--- src/rtl/pc_seq_pkg.sv ---
// pc_seq_pkg: shared state encoding and constants for the PC sequencer
package pc_seq_pkg;

   typedef enum logic [1:0] {IDLE, RUN, STALL, ERROR} state_t;

   localparam logic [31:0] PC_INCR = 32'd4;
   localparam int DEFAULT_STALL_TIMEOUT = 255;

endpackage

--- src/rtl/pc_target_calc.sv ---
// pc_target_calc: combinational next-PC selection (sequential, jump, taken branch)
module pc_target_calc
   import pc_seq_pkg::*;
#(
   parameter int OFFSET_W = 8
) (
   input  logic [31:0]         pc_i,
   input  logic [OFFSET_W-1:0] offset_i,
   input  logic                jump_i,
   input  logic                branch_i,
   input  logic                zero_i,
   output logic [31:0]         next_pc_o
);

   logic [31:0] seq_pc;
   logic [31:0] target_pc;

   // Offset counts instruction words relative to PC+4; all sums wrap modulo 2^32
   always_comb begin
      seq_pc    = pc_i + PC_INCR;
      target_pc = seq_pc + ({{(32-OFFSET_W){offset_i[OFFSET_W-1]}}, offset_i} << 2);
      next_pc_o = (jump_i | (branch_i & zero_i)) ? target_pc : seq_pc;
   end

endmodule

--- src/rtl/pc_sequencer.sv ---
// pc_sequencer: PC register with busywait freeze, branch/jump select and stall watchdog
module pc_sequencer
   import pc_seq_pkg::*;
#(
   parameter logic [31:0] RESET_PC      = 32'h0000_0000,
   parameter int          OFFSET_W      = 8,
   parameter int          STALL_TIMEOUT = DEFAULT_STALL_TIMEOUT
) (
   input  logic                clk_i,
   input  logic                rst_ni,
   input  logic                imem_busywait_i,
   input  logic                dmem_busywait_i,
   input  logic                jump_i,
   input  logic                branch_i,
   input  logic                zero_i,
   input  logic [OFFSET_W-1:0] offset_i,
   output logic [31:0]         pc_o,
   output logic                pc_valid_o,
   output logic                stalled_o,
   output logic                timeout_err_o
);

   localparam logic [7:0] TIMEOUT = 8'(STALL_TIMEOUT);

   state_t      state_q;
   logic        rel_q;
   logic [31:0] pc_q;
   logic [7:0]  cnt_q;
   logic        valid_q;
   logic        stalled_q;
   logic        err_q;
   logic [31:0] next_pc_d;
   logic        busy;

   assign busy = imem_busywait_i | dmem_busywait_i;

   pc_target_calc #(.OFFSET_W(OFFSET_W)) u_calc (
      .pc_i      (pc_q),
      .offset_i  (offset_i),
      .jump_i    (jump_i),
      .branch_i  (branch_i),
      .zero_i    (zero_i),
      .next_pc_o (next_pc_d)
   );

   // Reset release stage: rel_q is the first synchroniser flop, the IDLE state register the second
   always_ff @(posedge clk_i or negedge rst_ni) begin
      if (!rst_ni) begin
         rel_q <= 1'b0;
      end else begin
         rel_q <= 1'b1;
      end
   end

   // Sequencer FSM with registered outputs; busy freezes the PC and defers the branch decision
   always_ff @(posedge clk_i or negedge rst_ni) begin
      if (!rst_ni) begin
         state_q   <= IDLE;
         pc_q      <= RESET_PC;
         cnt_q     <= 8'd0;
         valid_q   <= 1'b0;
         stalled_q <= 1'b0;
         err_q     <= 1'b0;
      end else begin
         case (state_q)
            IDLE: begin
               if (rel_q) begin
                  state_q <= RUN;
                  valid_q <= 1'b1;
               end
            end
            RUN: begin
               if (busy) begin
                  state_q   <= STALL;
                  stalled_q <= 1'b1;
                  cnt_q     <= 8'd1;
               end else begin
                  pc_q <= next_pc_d;
               end
            end
            STALL: begin
               if (!busy) begin
                  state_q   <= RUN;
                  stalled_q <= 1'b0;
                  cnt_q     <= 8'd0;
                  pc_q      <= next_pc_d;
               end else if (cnt_q == TIMEOUT) begin
                  state_q   <= ERROR;
                  stalled_q <= 1'b0;
                  valid_q   <= 1'b0;
                  err_q     <= 1'b1;
               end else if (cnt_q != 8'hFF) begin
                  cnt_q <= cnt_q + 8'd1;
               end
            end
            default: ;
         endcase
      end
   end

   assign pc_o          = pc_q;
   assign pc_valid_o    = valid_q;
   assign stalled_o     = stalled_q;
   assign timeout_err_o = err_q;

endmodule

--- config.mk ---
export PLATFORM = sky130hd
export DESIGN_NAME = pc_sequencer
export DESIGN_NICKNAME = d
export VERILOG_FILES = /design/src/rtl/pc_seq_pkg.sv /design/src/rtl/pc_target_calc.sv /design/src/rtl/pc_sequencer.sv
export SDC_FILE = /design/constraint.sdc
export NUM_CORES = 1
export LEC_CHECK = 0
export ABC_AREA = 1
export CAP_MARGIN = 20
export CORE_MARGIN = 3
export CORE_UTILIZATION = 50
export DETAILED_ROUTE_END_ITERATION = 10
export GPL_ROUTABILITY_DRIVEN = 0
export PLACE_DENSITY_LB_ADDON = 0.15
export SYNTH_ARGS = -nofsm -noshare
export SYNTH_HDL_FRONTEND = slang
export SYNTH_SLANG_ARGS = --single-unit
--- constraint.sdc ---
create_clock -name clk_i -period 3.1 [get_ports clk_i]
set_clock_uncertainty 0.1 [all_clocks]
set_input_delay 0.62 -clock clk_i [delete_from_list [all_inputs] [get_ports clk_i]]
set_output_delay 0.62 -clock clk_i [all_outputs]
set_load 0.1 [all_outputs]
---- Word-level counts from Yosys, hierarchy flattened ----
Index checks and enable logic that the tools add are counted.
word-level totals
  output and inout bits ................... 35
  bits in registers ....................... 46
  input port bits ......................... 15
cells by class
  $add $sub $neg .......................... 3
  muxes and demuxes ....................... 18
  bitwise logic cells ..................... 4
  reduce and logical (&&, ||, !) cells .... 11
  eq/ne operators ......................... 11
operator list
  operator                                             number
  adder 32 x 3 -> 32 bit, second input constant        1
  adder 32 bit                                         1
  two-way mux 32 bit                                   1
  two-way mux 8 bit                                    4
  one-hot mux 8 bit (2 select lines)                   1
  AND reduction 4 bit                                  3
  inequality test 3 bit, second input constant         3
  adder 8 x 1 -> 8 bit, second input constant          1
  equality test 8 bit, second input constant           1
  two-way mux 2 bit                                    4
  inequality test 2 bit, second input constant         4
  inequality test 8 bit, second input constant         1
  one-hot mux 2 bit (3 select lines)                   1
  AND reduction 3 bit                                  2
  two-way mux 1 bit                                    5
  one-hot mux 1 bit (2 select lines)                   2
  nonzero test 2 bit                                   2
  nonzero test 3 bit                                   1
  equality test 2 x 1 -> 1 bit, second input constant  1
  equality test 2 bit, second input constant           1
  zero test 2 bit                                      1
  OR 1 bit                                             2
  AND reduction 2 bit                                  1
  OR reduction 2 bit                                   1
  2 further kinds                                      2

---- Longest topological paths before layout ----
Gate-level depths: netlist of the first run.
  depth after elaboration ................. 5
  mapped depth ............................ 22
  mapped depth without buffers ............ 22

---- By module ----
From an unflattened synthesis of the first run, not the netlist that was laid out.
second synthesis, totals
  cells, all modules ...................... 830
  area total of the unflattened synthesis .. 5497.8 um^2
by module, submodules not included
  module          cells an instance  sequential area each (um^2)  times used  area each (um^2)
  pc_target_calc  652                0.0                          1           3331.9
  pc_sequencer    178                1151.1                       1           2165.8

---- Worst setup path after synthesis of the first run ----
Ideal clock, no wire load.
  path kind ............................... register to register
  from .................................... register pc_q[2], in the netlist pc_o[2]
  to ...................................... register pc_q[30], in the netlist pc_o[30]
  path buffers ............................ 0
  path slack .............................. -0.335 ns
  library setup time ...................... 0.078 ns
  cell stages (with the launch flop) ...... 19
  required time ........................... 2.922 ns
  period minus slack after synthesis ...... 3.435 ns
  arrival time ............................ 3.257 ns
  cells stage by stage .................... dfrtp_1 > inv_1 > nor2_4 > nand2_4 > nor2_4 > nand3_2 > nor2_1 > nand2_1 > and2_1 > ha_1 > a21oi_1 > inv_1 > nand2_1 > nand3_1 > a21oi_1 > nand2_1 > nand2_1 > nand3_1 > a21oi_1
between the ends
  word-level cells in the longest chain between the ends .. 3
RTL lines
  element                   line                  source
  start, declared           pc_sequencer.sv:27    logic [31:0] pc_q;
  start signal, assigned    pc_sequencer.sv:78    pc_q <= next_pc_d;
  start signal, assigned    pc_sequencer.sv:86    pc_q <= next_pc_d;
  adder 32 x 3 -> 32 bit *  pc_target_calc.sv:20  seq_pc = pc_i + PC_INCR;
  adder 32 bit              pc_target_calc.sv:21  target_pc = seq_pc + ({{(32-OFFSET_W){offset_i[OFFSET_W-1]}}, offset_i} << 2);
  two-way mux 32 bit *      pc_target_calc.sv:22  next_pc_o = (jump_i | (branch_i & zero_i)) ? target_pc : seq_pc;
Every way passes the cells marked *; elsewhere a longest branch is shown, timed or not.
A chain may end at the register's enable or synchronous reset.

---- Worst setup path after layout of the first run ----
  from .................................... register pc_q[3], in the netlist pc_o[3]
  to ...................................... register pc_q[24], in the netlist pc_o[24]
The elaborated chain is that of the path after synthesis.

==> flow_summary.toml, run 1 <==
[synth]
synth_ff_type = "dfrtp_1"
async_reset_ff_frac = 1.00
ys_seq_elements = 44
synth.avg_cell_area_um2 = 6.03
yosysSeqAreaShare = 0.210
synth_cell_types = 43
yosys_warnings = 0
synth_edf_count = 0
syn_area_um2 = 5240
synthCells = 869
synth_area_leader_cell = "dfrtp_1"
synthTopCellsByArea = "dfrtp_1 (21%), nand2_1 (19%), ha_1 (10%), inv_1 (8.7%), nor2_1 (7.5%)"
synth_top_area_frac = 0.210

[drt]
wl_per_cell_um = 16.1
ant_nets = 0
drtPass1Iterations = 6
vias_per_cell = 5.58
finalWirelength_um = 17400
drc = 0
drtIter0Drc = 546
vias = 6040

[placed_design]
dp_hpwl_um = 13100
place_inst = 1056
post-place-ws_ps = -83.3
port_buffers = 47

[worst_setup_path]
crit_path_end_kind = "register"
timing.rr.end = "pc_o[24]$_DFFE_PN0P_"
reg2reg_setup_slack_ps = 10
crit_path_max_incr_delay_ps = 430
critical_path_class = "reg2reg"
cp_slowest_cell = "dfrtp_2"
cp_num_buf_inv = 2
reg2reg_depth = 17
cp_top_family = "simple AND/OR/NAND/NOR gates"
cp_data_required_time_ps = 3200
critical_path_arrival_ps = 3190
crit-reg2reg-launch = "pc_o[3]$_DFFE_PN0P_"
path_cells = "ha_1 > inv_2 > nor3_4 > nand3_2 > nor2_2 > nand3_1 > and2_2 > ha_4 > nand2_2 > nor2_2 > nand2_1 > inv_1 > nand3_1 > nand4_1 > nand3_1 > nand2_1 > nand2_1"
crit_start = "pc_o[3]$_DFFE_PN0P_"
startpoint_type = "register"
path_max_fanout = 6

[sta]
period_needed_ps = 3090
rsz0062_at_grt = "yes"
relSlewSlack = 0.546
tightestPinTransition_ps = 677
finalHoldViolations = 0
setup_viol = 0
max_clock_freq_mhz = 324
setup_ws_ps = 11.8
tns_ps = 0
finalCritPeriodShare = 0.996
final_max_slew_viol_count = 0

[floorplanning]
dieArea_um2 = 11700
rows = 36
dieWidth_um = 108
core_area_um2 = 10000
start_util = 0.524
io_pins = 50
die_y_um = 108

[cts]
cts_buffer_depth = 2
hold_buffers = 0
clk_pin_slew_ps = 100
clock_sinks = 44
root_buffer = "clkbuf_8"
cts_buffers = 5
cts_tree = "built"
cts_max_level = 2
clk_latency_ps = 320

[cells_and_area]
finalNetCount = 1007
drive_gt1_frac = 0.210
stdcell_count = 1082
diodes = 0
syn2layout_area_growth_pct = 25.0

[global_routing]
grt_max_degree = 45
grt_pass1_vias = 5351
grt_antenna_before_repair = 0
grt_overflow = 0
grt_pass1_wl_um = 26200
grt_usage = 0.282

[worst_hold_path]
hold_path_class = "in2async"

[status]
status = "completed"

[flow_run]
max-cap-violations = 0
## kinds of logic after synthesis
logic type,count (synthesis),synth area share
AOI/OAI and AO/OA,110,0.120
xor gates and xnor gates,23,0.0399
and+or+nand+nor,508,0.420
DFF,44,0.210
buffers and inverters,138,0.102
other,2,0.00143
adders and majority gates,44,0.107
## metrics by stage
stage | area (um^2) | utilization | hold WS (ps)
after floorplan | 5270 | - | 224
after global placement | 5920 | 0.592 | 352
after detailed placement | 5920 | 0.592 | 373
after CTS | 6020 | 0.602 | 397
after global routing | 6550 | 0.655 | 136
final | 6550 | 0.655 | 120
## state kept, by name (all words and copies together), names as in the netlist
signal         flops
pc_o              30
cnt_q              8
state_q            2
pc_valid_o         1
rel_q              1
stalled_o          1
timeout_err_o      1
## synth_stat cells, drive strengths merged (4+ instances only)
cell and number:
a21oi 52, a21o 4, a31oi 9, nand2 276
and2 8, nor2 116, xor2 14, o21bai 12
nand3 69, nand4 9, inv 124, dfrtp 44
or2 6, ha 43, nand3b 4, clkbuf 6
buf 6, o211ai 5, o21ai 28, xnor2 9
nor3 16
## repair_timing
action | in CTS | in global routing
pin swaps | 1 | 14
hold endpoints to repair | 0 | 0
resized for setup | 4 | 77
buffers inserted | 0 | 17
setup endpoints to repair | 2 | 20
## layer usage
layer | part of all wire | GRT usage | up-vias
li1 | - | - | 2906
met1 | 0.43 | 0.400 | 2789
met2 | 0.46 | 0.456 | 298
met3 | 0.089 | 0.0287 | 47
met4 | 0.026 | 0.0775 | 0
met5 | 0 | 0 | -
## final cells by class
class	count	area, um^2
Clock buffer	5	68.8
Clock inverter	3	23.8
Fill cell	921	3450
Inverter	126	473
Multi-Input combinational cell	688	4000
Sequential cell	44	1130
Tap cell	133	166
Timing Repair Buffer	83	691
## cells in the final DEF, fill, tap and decap left out, types with 5 or more instances in the layout
cell type        Yosys  final
dfrtp_1             44     23
nand4_1              9      9
nor2_2               7     10
ha_2                 0      5
nor3_1              13     10
nand3_1             67     65
a21oi_2              3     12
and2_1               7      7
clkdlybuf4s50_1      0     13
o211ai_1             5      5
xnor2_1              8      6
ha_1                43     30
ha_4                 0      8
inv_1              122    120
a21oi_1             49     40
nand2_1            270    261
o21bai_1            11     10
xor2_2               0      8
buf_4                4     66
clkbuf_8             0      5
nor2_4               4     13
dfrtp_2              0     21
xor2_1              14      5
a31oi_1              9      9
nor2_1             105     93
nand2_2              5     14
o21ai_0             26     24
or2_2                5      5
## worst reg2reg max path: cells and delay by family (launching register included)
family        cells  cell delay [ps]
buf+inv           2              150
fa+ha+maj         2              500
flops             1              430
simple gates     13             1820
## worst max-delay path by stage
stage	end	slack, ps	cells past startpoint
after global placement	pc_o[26]$_DFFE_PN0P_	-100	17
final	pc_o[24]$_DFFE_PN0P_	10	17
after global routing	pc_o[31]$_DFFE_PN0P_	-150	21
after CTS	pc_o[31]$_DFFE_PN0P_	1	19
after detailed placement	pc_o[26]$_DFFE_PN0P_	-80	17
after floorplan	pc_o[31]$_DFFE_PN0P_	20	17
Power of run 1 is left out: the tool's default activity adds up to more than one toggle a clock period on the data nets, which glitch-free logic cannot reach.
==> inputs of run 2 (changes only) <==
clock period = 3.45 ns   (was 3.1 ns; I/O delays follow)
==> run 2 against run 1 <==
Against the previous run:
- non-clock buffer count fell by 20
- utilization fell by 5.3 points
- flip-flop and latch count did not move
- register-to-register slack improved by 210 ps
- sequential share of layout area rose by 1.1 points
==> flow_summary.toml, run 2 (synthesis results as in run 1) <==
[cells_and_area]
largest_reg_flops = 30
final_common_cell = "nand2_1"
diodes = 0
syn2layout_area_growth_pct = 14.9
fillers = 983
final_cell_mix = "nand2_1 (270), inv_1 (122), nor2_1 (105), nand3_1 (67), a21oi_1 (48)"
finalNetCount = 987
fin_util = 0.602
stdcell_area_um2 = 6020
drive_gt1_frac = 0.108

[drt]
drtIter0Drc = 458
finalWirelength_um = 16400
wl_per_cell_um = 15.5
ant_nets = 0
drtPass1Iterations = 5
vias_per_cell = 5.47
drc = 0
vias = 5805

[global_routing]
grt_usage = 0.279
grt_overflow = 0
grt_pass1_vias = 5375
grt_antenna_before_repair = 0
grt_max_degree = 45
grt_pass1_wl_um = 26000

[worst_setup_path]
crit_path_max_incr_delay_ps = 530
startpoint_type = "register"
critical_path_class = "reg2reg"
cp_common_cell = "nand2_1"
critical_path_arrival_ps = 3320
crit_path_end_kind = "register"
cp_top_family = "simple AND/OR/NAND/NOR gates"
path_max_fanout = 6
cp_num_buf_inv = 1
cp_slowest_cell = "dfrtp_1"
cp_data_required_time_ps = 3540
path_cells = "nand2_2 > nor3_4 > nand3_2 > nor2_1 > nand3_1 > and2_2 > ha_1 > nand2_1 > nor2_1 > nand2_1 > nand2_1 > nand2_1 > nand2_1 > inv_1 > nand2_1 > nand2_1 > nand3_1 > a21oi_1"

[cts]
root_buffer = "clkbuf_8"
clock_sinks = 44
cts_buffer_depth = 2
clk_pin_slew_ps = 90
cts_tree = "built"
clk_latency_ps = 300
cts_buffers = 5
cts_max_level = 2

[placed_design]
dp_hpwl_um = 13200
port_buffers = 47
place_area_um2 = 5830

[sta]
final_max_slew_viol_count = 0
setup_viol = 0
finalCritPeriodShare = 0.936
fin_hold_ws_ps = 218
relSlewSlack = 0.661
max_clock_freq_mhz = 310
tightestPinTransition_ps = 505
period_needed_ps = 3230
finalHoldViolations = 0

[flow_run]
max-cap-violations = 0

[floorplanning]
start_util = 0.524
die_y_um = 108
core_area_um2 = 10000
io_pins = 50
dieArea_um2 = 11700
dieWidth_um = 108
rows = 36

[status]
status = "completed"

[worst_hold_path]
hold_path_class = "in2async"
run 2: cell types whose count changed in the layout (fill, tap and decap cells not counted), sizes merged:
cell / before / now
clkbuf: 5 / 6
clkinvlp: 2 / 0
buf: 70 / 50
bufinv: 0 / 1
run 2: through the flow:
step	TNS [ps]	worst slack, ps	instances
floorplan	0	14.6	870
global placement	0	196	1049
detailed placement	0	142	1049
CTS	0	124	1057
global route	-21.6	-21.6	1062
finish	0	221	1062
run 2: timing repair:
| action | 4_1_cts | 5_1_grt |
|---|---|---|
| gates resized for setup | 0 | 6 |
| endpoints found under the hold margin | 0 | 0 |
| setup buffers | 0 | 4 |
| hold buffers | 0 | 0 |
| endpoints found under the setup margin | 0 | 14 |
run 2: layer usage:
metal	track usage	share of wire	up-vias
met5	0	0	-
met4	0.0884	0.030	0
met3	0.0382	0.073	32
met2	0.445	0.45	232
met1	0.392	0.45	2665
li1	-	-	2876
run 2: worst paths after layout:
path / cells past startpoint / slack [ps] / to / startpoint
hold reg to reg: 2 / 400 / timeout_err_o$_DFFE_PN0P_ / timeout_err_o$_DFFE_PN0P_
hold / removal: 1 / 220 / pc_o[4]$_DFFE_PN0P_ / rst_ni
setup reg to reg: 18 / 220 / pc_o[31]$_DFFE_PN0P_ / pc_o[4]$_DFFE_PN0P_
max in group asynchronous: 2 / 2530 / pc_o[2]$_DFFE_PN0P_ / rst_ni
setup / recovery: 18 / 220 / pc_o[31]$_DFFE_PN0P_ / pc_o[4]$_DFFE_PN0P_
min in group clk_i: 2 / 400 / timeout_err_o$_DFFE_PN0P_ / timeout_err_o$_DFFE_PN0P_
run 2: final cells by class:
class                           instances  area (um^2)  share of cell area
Clock inverter                          2         38.8             0.00644
Tap cell                              133          166              0.0276
Clock buffer                            6         82.6              0.0137
Inverter                              126          473              0.0786
Multi-Input combinational cell        688         3630               0.603
Sequential cell                        44         1100               0.183
Timing Repair Buffer                   63          528              0.0877
run 2: worst register-to-register path: stages, from the launching register on:
cell     delay [ps]
dfrtp_1         530
nand2_2         150
nor3_4          280
nand3_2         120
nor2_1          140
nand3_1         120
and2_2          240
ha_1            360
nand2_1         140
nor2_1          240
nand2_1          80
nand2_1          80
nand2_1          50
nand2_1          90
inv_1            50
nand2_1         120
nand2_1          70
nand3_1          90
a21oi_1          80
Power of run 2 is left out for the same reason.
==> inputs of run 3 (changes only) <==
ABC_AREA = default   (was 1)
==> run 3 against run 2 <==
Against the previous run:
- the run now ends with negative setup slack left
- cell area increased by 8.7%
- hold slack lost 44 ps
- flip-flop and latch count did not move
- setup slack worse by 540 ps
- highest routed layer unchanged
==> flow_summary.toml, run 3 <==
[worst_setup_path]
reg2reg_depth = 16
timing.rr.end = "pc_o[29]$_DFFE_PN0P_"
crit_path_max_incr_delay_ps = 420
critical_path_class = "reg2reg"
crit_path_end_kind = "register"
crit-reg2reg-launch = "pc_o[9]$_DFFE_PN0P_"
path_max_fanout = 4
reg2reg_setup_slack_ps = -320
cp_data_required_time_ps = 3540
critical_path_arrival_ps = 3860
path_cells = "and4_4 > nand4_1 > buf_6 > nor2_4 > nand3_4 > xnor2_1 > ha_1 > nand4_1 > nor4_2 > o21ai_1 > o2111ai_4 > buf_6 > a21oi_1 > a211oi_2 > xnor2_1 > o21ai_0"
crit_end = "pc_o[29]$_DFFE_PN0P_"
crit_start = "pc_o[9]$_DFFE_PN0P_"
cp_slowest_cell = "dfrtp_4"
startpoint_type = "register"

[power]
p_leak_nw = 2.90
power_density_nw_per_um2 = 1100
p_total_w = 0.00718
peakVddDrop_uv = 650

[floorplanning]
start_util = 0.526
dieWidth_um = 99.9
die_y_um = 99.9
io_pins = 50
core_area_um2 = 8380
dieArea_um2 = 9990
rows = 33

[sta]
setup_ws_ps = -323
relSlewSlack = 0.663
tightestPinTransition_ps = 503
period_needed_ps = 3770
rsz0062_at_grt = "yes"
max_clock_freq_mhz = 265
tns_ps = -2030
finalCritPeriodShare = 1.09
final_max_slew_viol_count = 0
finalHoldViolations = 0
setup_viol = 12

[placed_design]
port_buffers = 47
dp_hpwl_um = 10500
place_inst = 802

[synth]
synth.avg_cell_area_um2 = 7.76
synthTopCellsByArea = "dfrtp_1 (25%), ha_1 (12%), a21oi_1 (6.8%), nand2_1 (6.1%), xnor2_1 (6.0%)"
yosysSeqAreaShare = 0.250
async_reset_ff_frac = 1.00
yosysMostFrequentCell = "nand2_1"
synth_area_leader_cell = "dfrtp_1"
synthCells = 569
ys_seq_elements = 44
yosys_warnings = 0
synth_edf_count = 0
synth_cell_types = 59
synth_commonest_cells = "nand2_1 (72), a21oi_1 (60), nor2_1 (49)"
syn_area_um2 = 4410
synth_ff_type = "dfrtp_1"
synth_top_area_frac = 0.250

[cells_and_area]
finalNetCount = 790
fillers = 555
syn2layout_area_growth_pct = 48.3
largest_reg_flops = 30
final_common_cell = "buf_4"
diodes = 0
final-seq-area_um2 = 1150
drive_gt1_frac = 0.381
multi_input_area_um2 = 3690
final_cell_mix = "buf_4 (158), nand2_1 (68), nor2_1 (46), a21oi_1 (46), ha_1 (33)"
stdcell_count = 837

[flow_run]
max-cap-violations = 0

[cts]
cts_buffer_depth = 2
clk_pin_slew_ps = 100
cts_buffers = 5
clock_sinks = 44
clk_latency_ps = 310
hold_buffers = 0
cts_tree = "built"
cts_max_level = 2
root_buffer = "clkbuf_8"

[global_routing]
grt_usage = 0.299
grt_pass1_vias = 5057
grt_antenna_before_repair = 0
grt_pass1_wl_um = 24100
grt_max_degree = 45
grt_overflow = 0

[status]
violations = "negative setup slack"
status = "finished, violations left"

[drt]
highest_layer = "met4"
wl_met1_um = 6240
dr_wl_met2_um = 7970
finalWirelength_um = 16100
drc = 0
wl_per_cell_um = 19.2
vias = 5185
wl_met3_um = 1020
drtIter0Drc = 462
drtPass1Iterations = 7
ant_nets = 0
vias_per_cell = 6.19

[worst_hold_path]
hold_path_class = "in2async"
## run 3: changes by cell type after synthesis, sizes merged, moves of 11 or more
| cell | previous run | this run |
|---|---|---|
| nand2 | 276 | 72 |
| inv | 124 | 17 |
| nor2 | 116 | 49 |
| nand3 | 69 | 21 |
| xnor2 | 9 | 30 |
| o21ai | 28 | 43 |
| clkbuf | 6 | 19 |
| xor2 | 14 | 26 |
| o22ai | 0 | 11 |
## run 3: layer usage
metal / GRT usage / vias up
met5: 0 / -
met4: 0.144 / 0
met3: 0.0354 / 79
met2: 0.511 / 275
met1: 0.374 / 2460
li1: - / 2371
## run 3: repair_timing
action | in CTS | in global routing
pin swaps | 29 | 51
resized for setup | 34 | 46
setup endpoints to repair | 15 | 16
buffers inserted | 15 | 12
## run 3: worst min-delay path by stage
stage	from	to	slack, ps	depth (start not counted)
6_report	rst_ni	pc_o[4]$_DFFE_PN0P_	170	1
2_1_floorplan	rst_ni	cnt_q[0]$_DFFE_PN0P_	290	0
5_1_grt	rst_ni	pc_o[4]$_DFFE_PN0P_	190	1
3_3_place_gp	timeout_err_o$_DFFE_PN0P_	timeout_err_o$_DFFE_PN0P_	350	1
4_1_cts	timeout_err_o$_DFFE_PN0P_	timeout_err_o$_DFFE_PN0P_	390	1
3_5_place_dp	timeout_err_o$_DFFE_PN0P_	timeout_err_o$_DFFE_PN0P_	360	1
## run 3: layout make-up
cell class                 count  area share
multi-input combinational    485       0.564
timing repair buffer         178       0.214
sequential                    44       0.175
tap                          105      0.0201
clock buffer                   5      0.0105
inverter                      17     0.00975
clock inverter                 3     0.00707
## run 3: cell families after synthesis
group,share of synthesized area
compound gates,0.244
xor+xnor,0.111
fa+ha+maj,0.126
buf+inv,0.0371
flops,0.250
mux,0.0122
other cells,0.00170
simple gates,0.217
## run 3: stage by stage
step | utilization | setup WS [ps] | area (um^2) | hold WS, ps
2_1_floorplan | - | -308 | 4610 | 294
3_3_place_gp | 0.690 | -227 | 5780 | 352
3_5_place_dp | 0.690 | -291 | 5780 | 364
4_1_cts | 0.737 | -47.3 | 6170 | 388
5_1_grt | 0.781 | -432 | 6540 | 194
6_report | 0.781 | -323 | 6540 | 174
## run 3: critical path, delay by kind of cell, from the launching register on
kind	cells	cell delay [ps]
and+or+nand+nor	6	1320
AOI/OAI and AO/OA	5	740
DFF	1	420
buffers and inverters	2	380
adders and majority gates	1	340
xor gates and xnor gates	2	340
## run 3: power breakdown
part / switching, W / leakage, nW / internal, W
combinational: 0.00355 / 2.34 / 0.00217
clock: 0.000222 / 0.0548 / 0.000219
sequential: 0.000269 / 0.503 / 0.000753
Power figures use the tool's default switching activity.
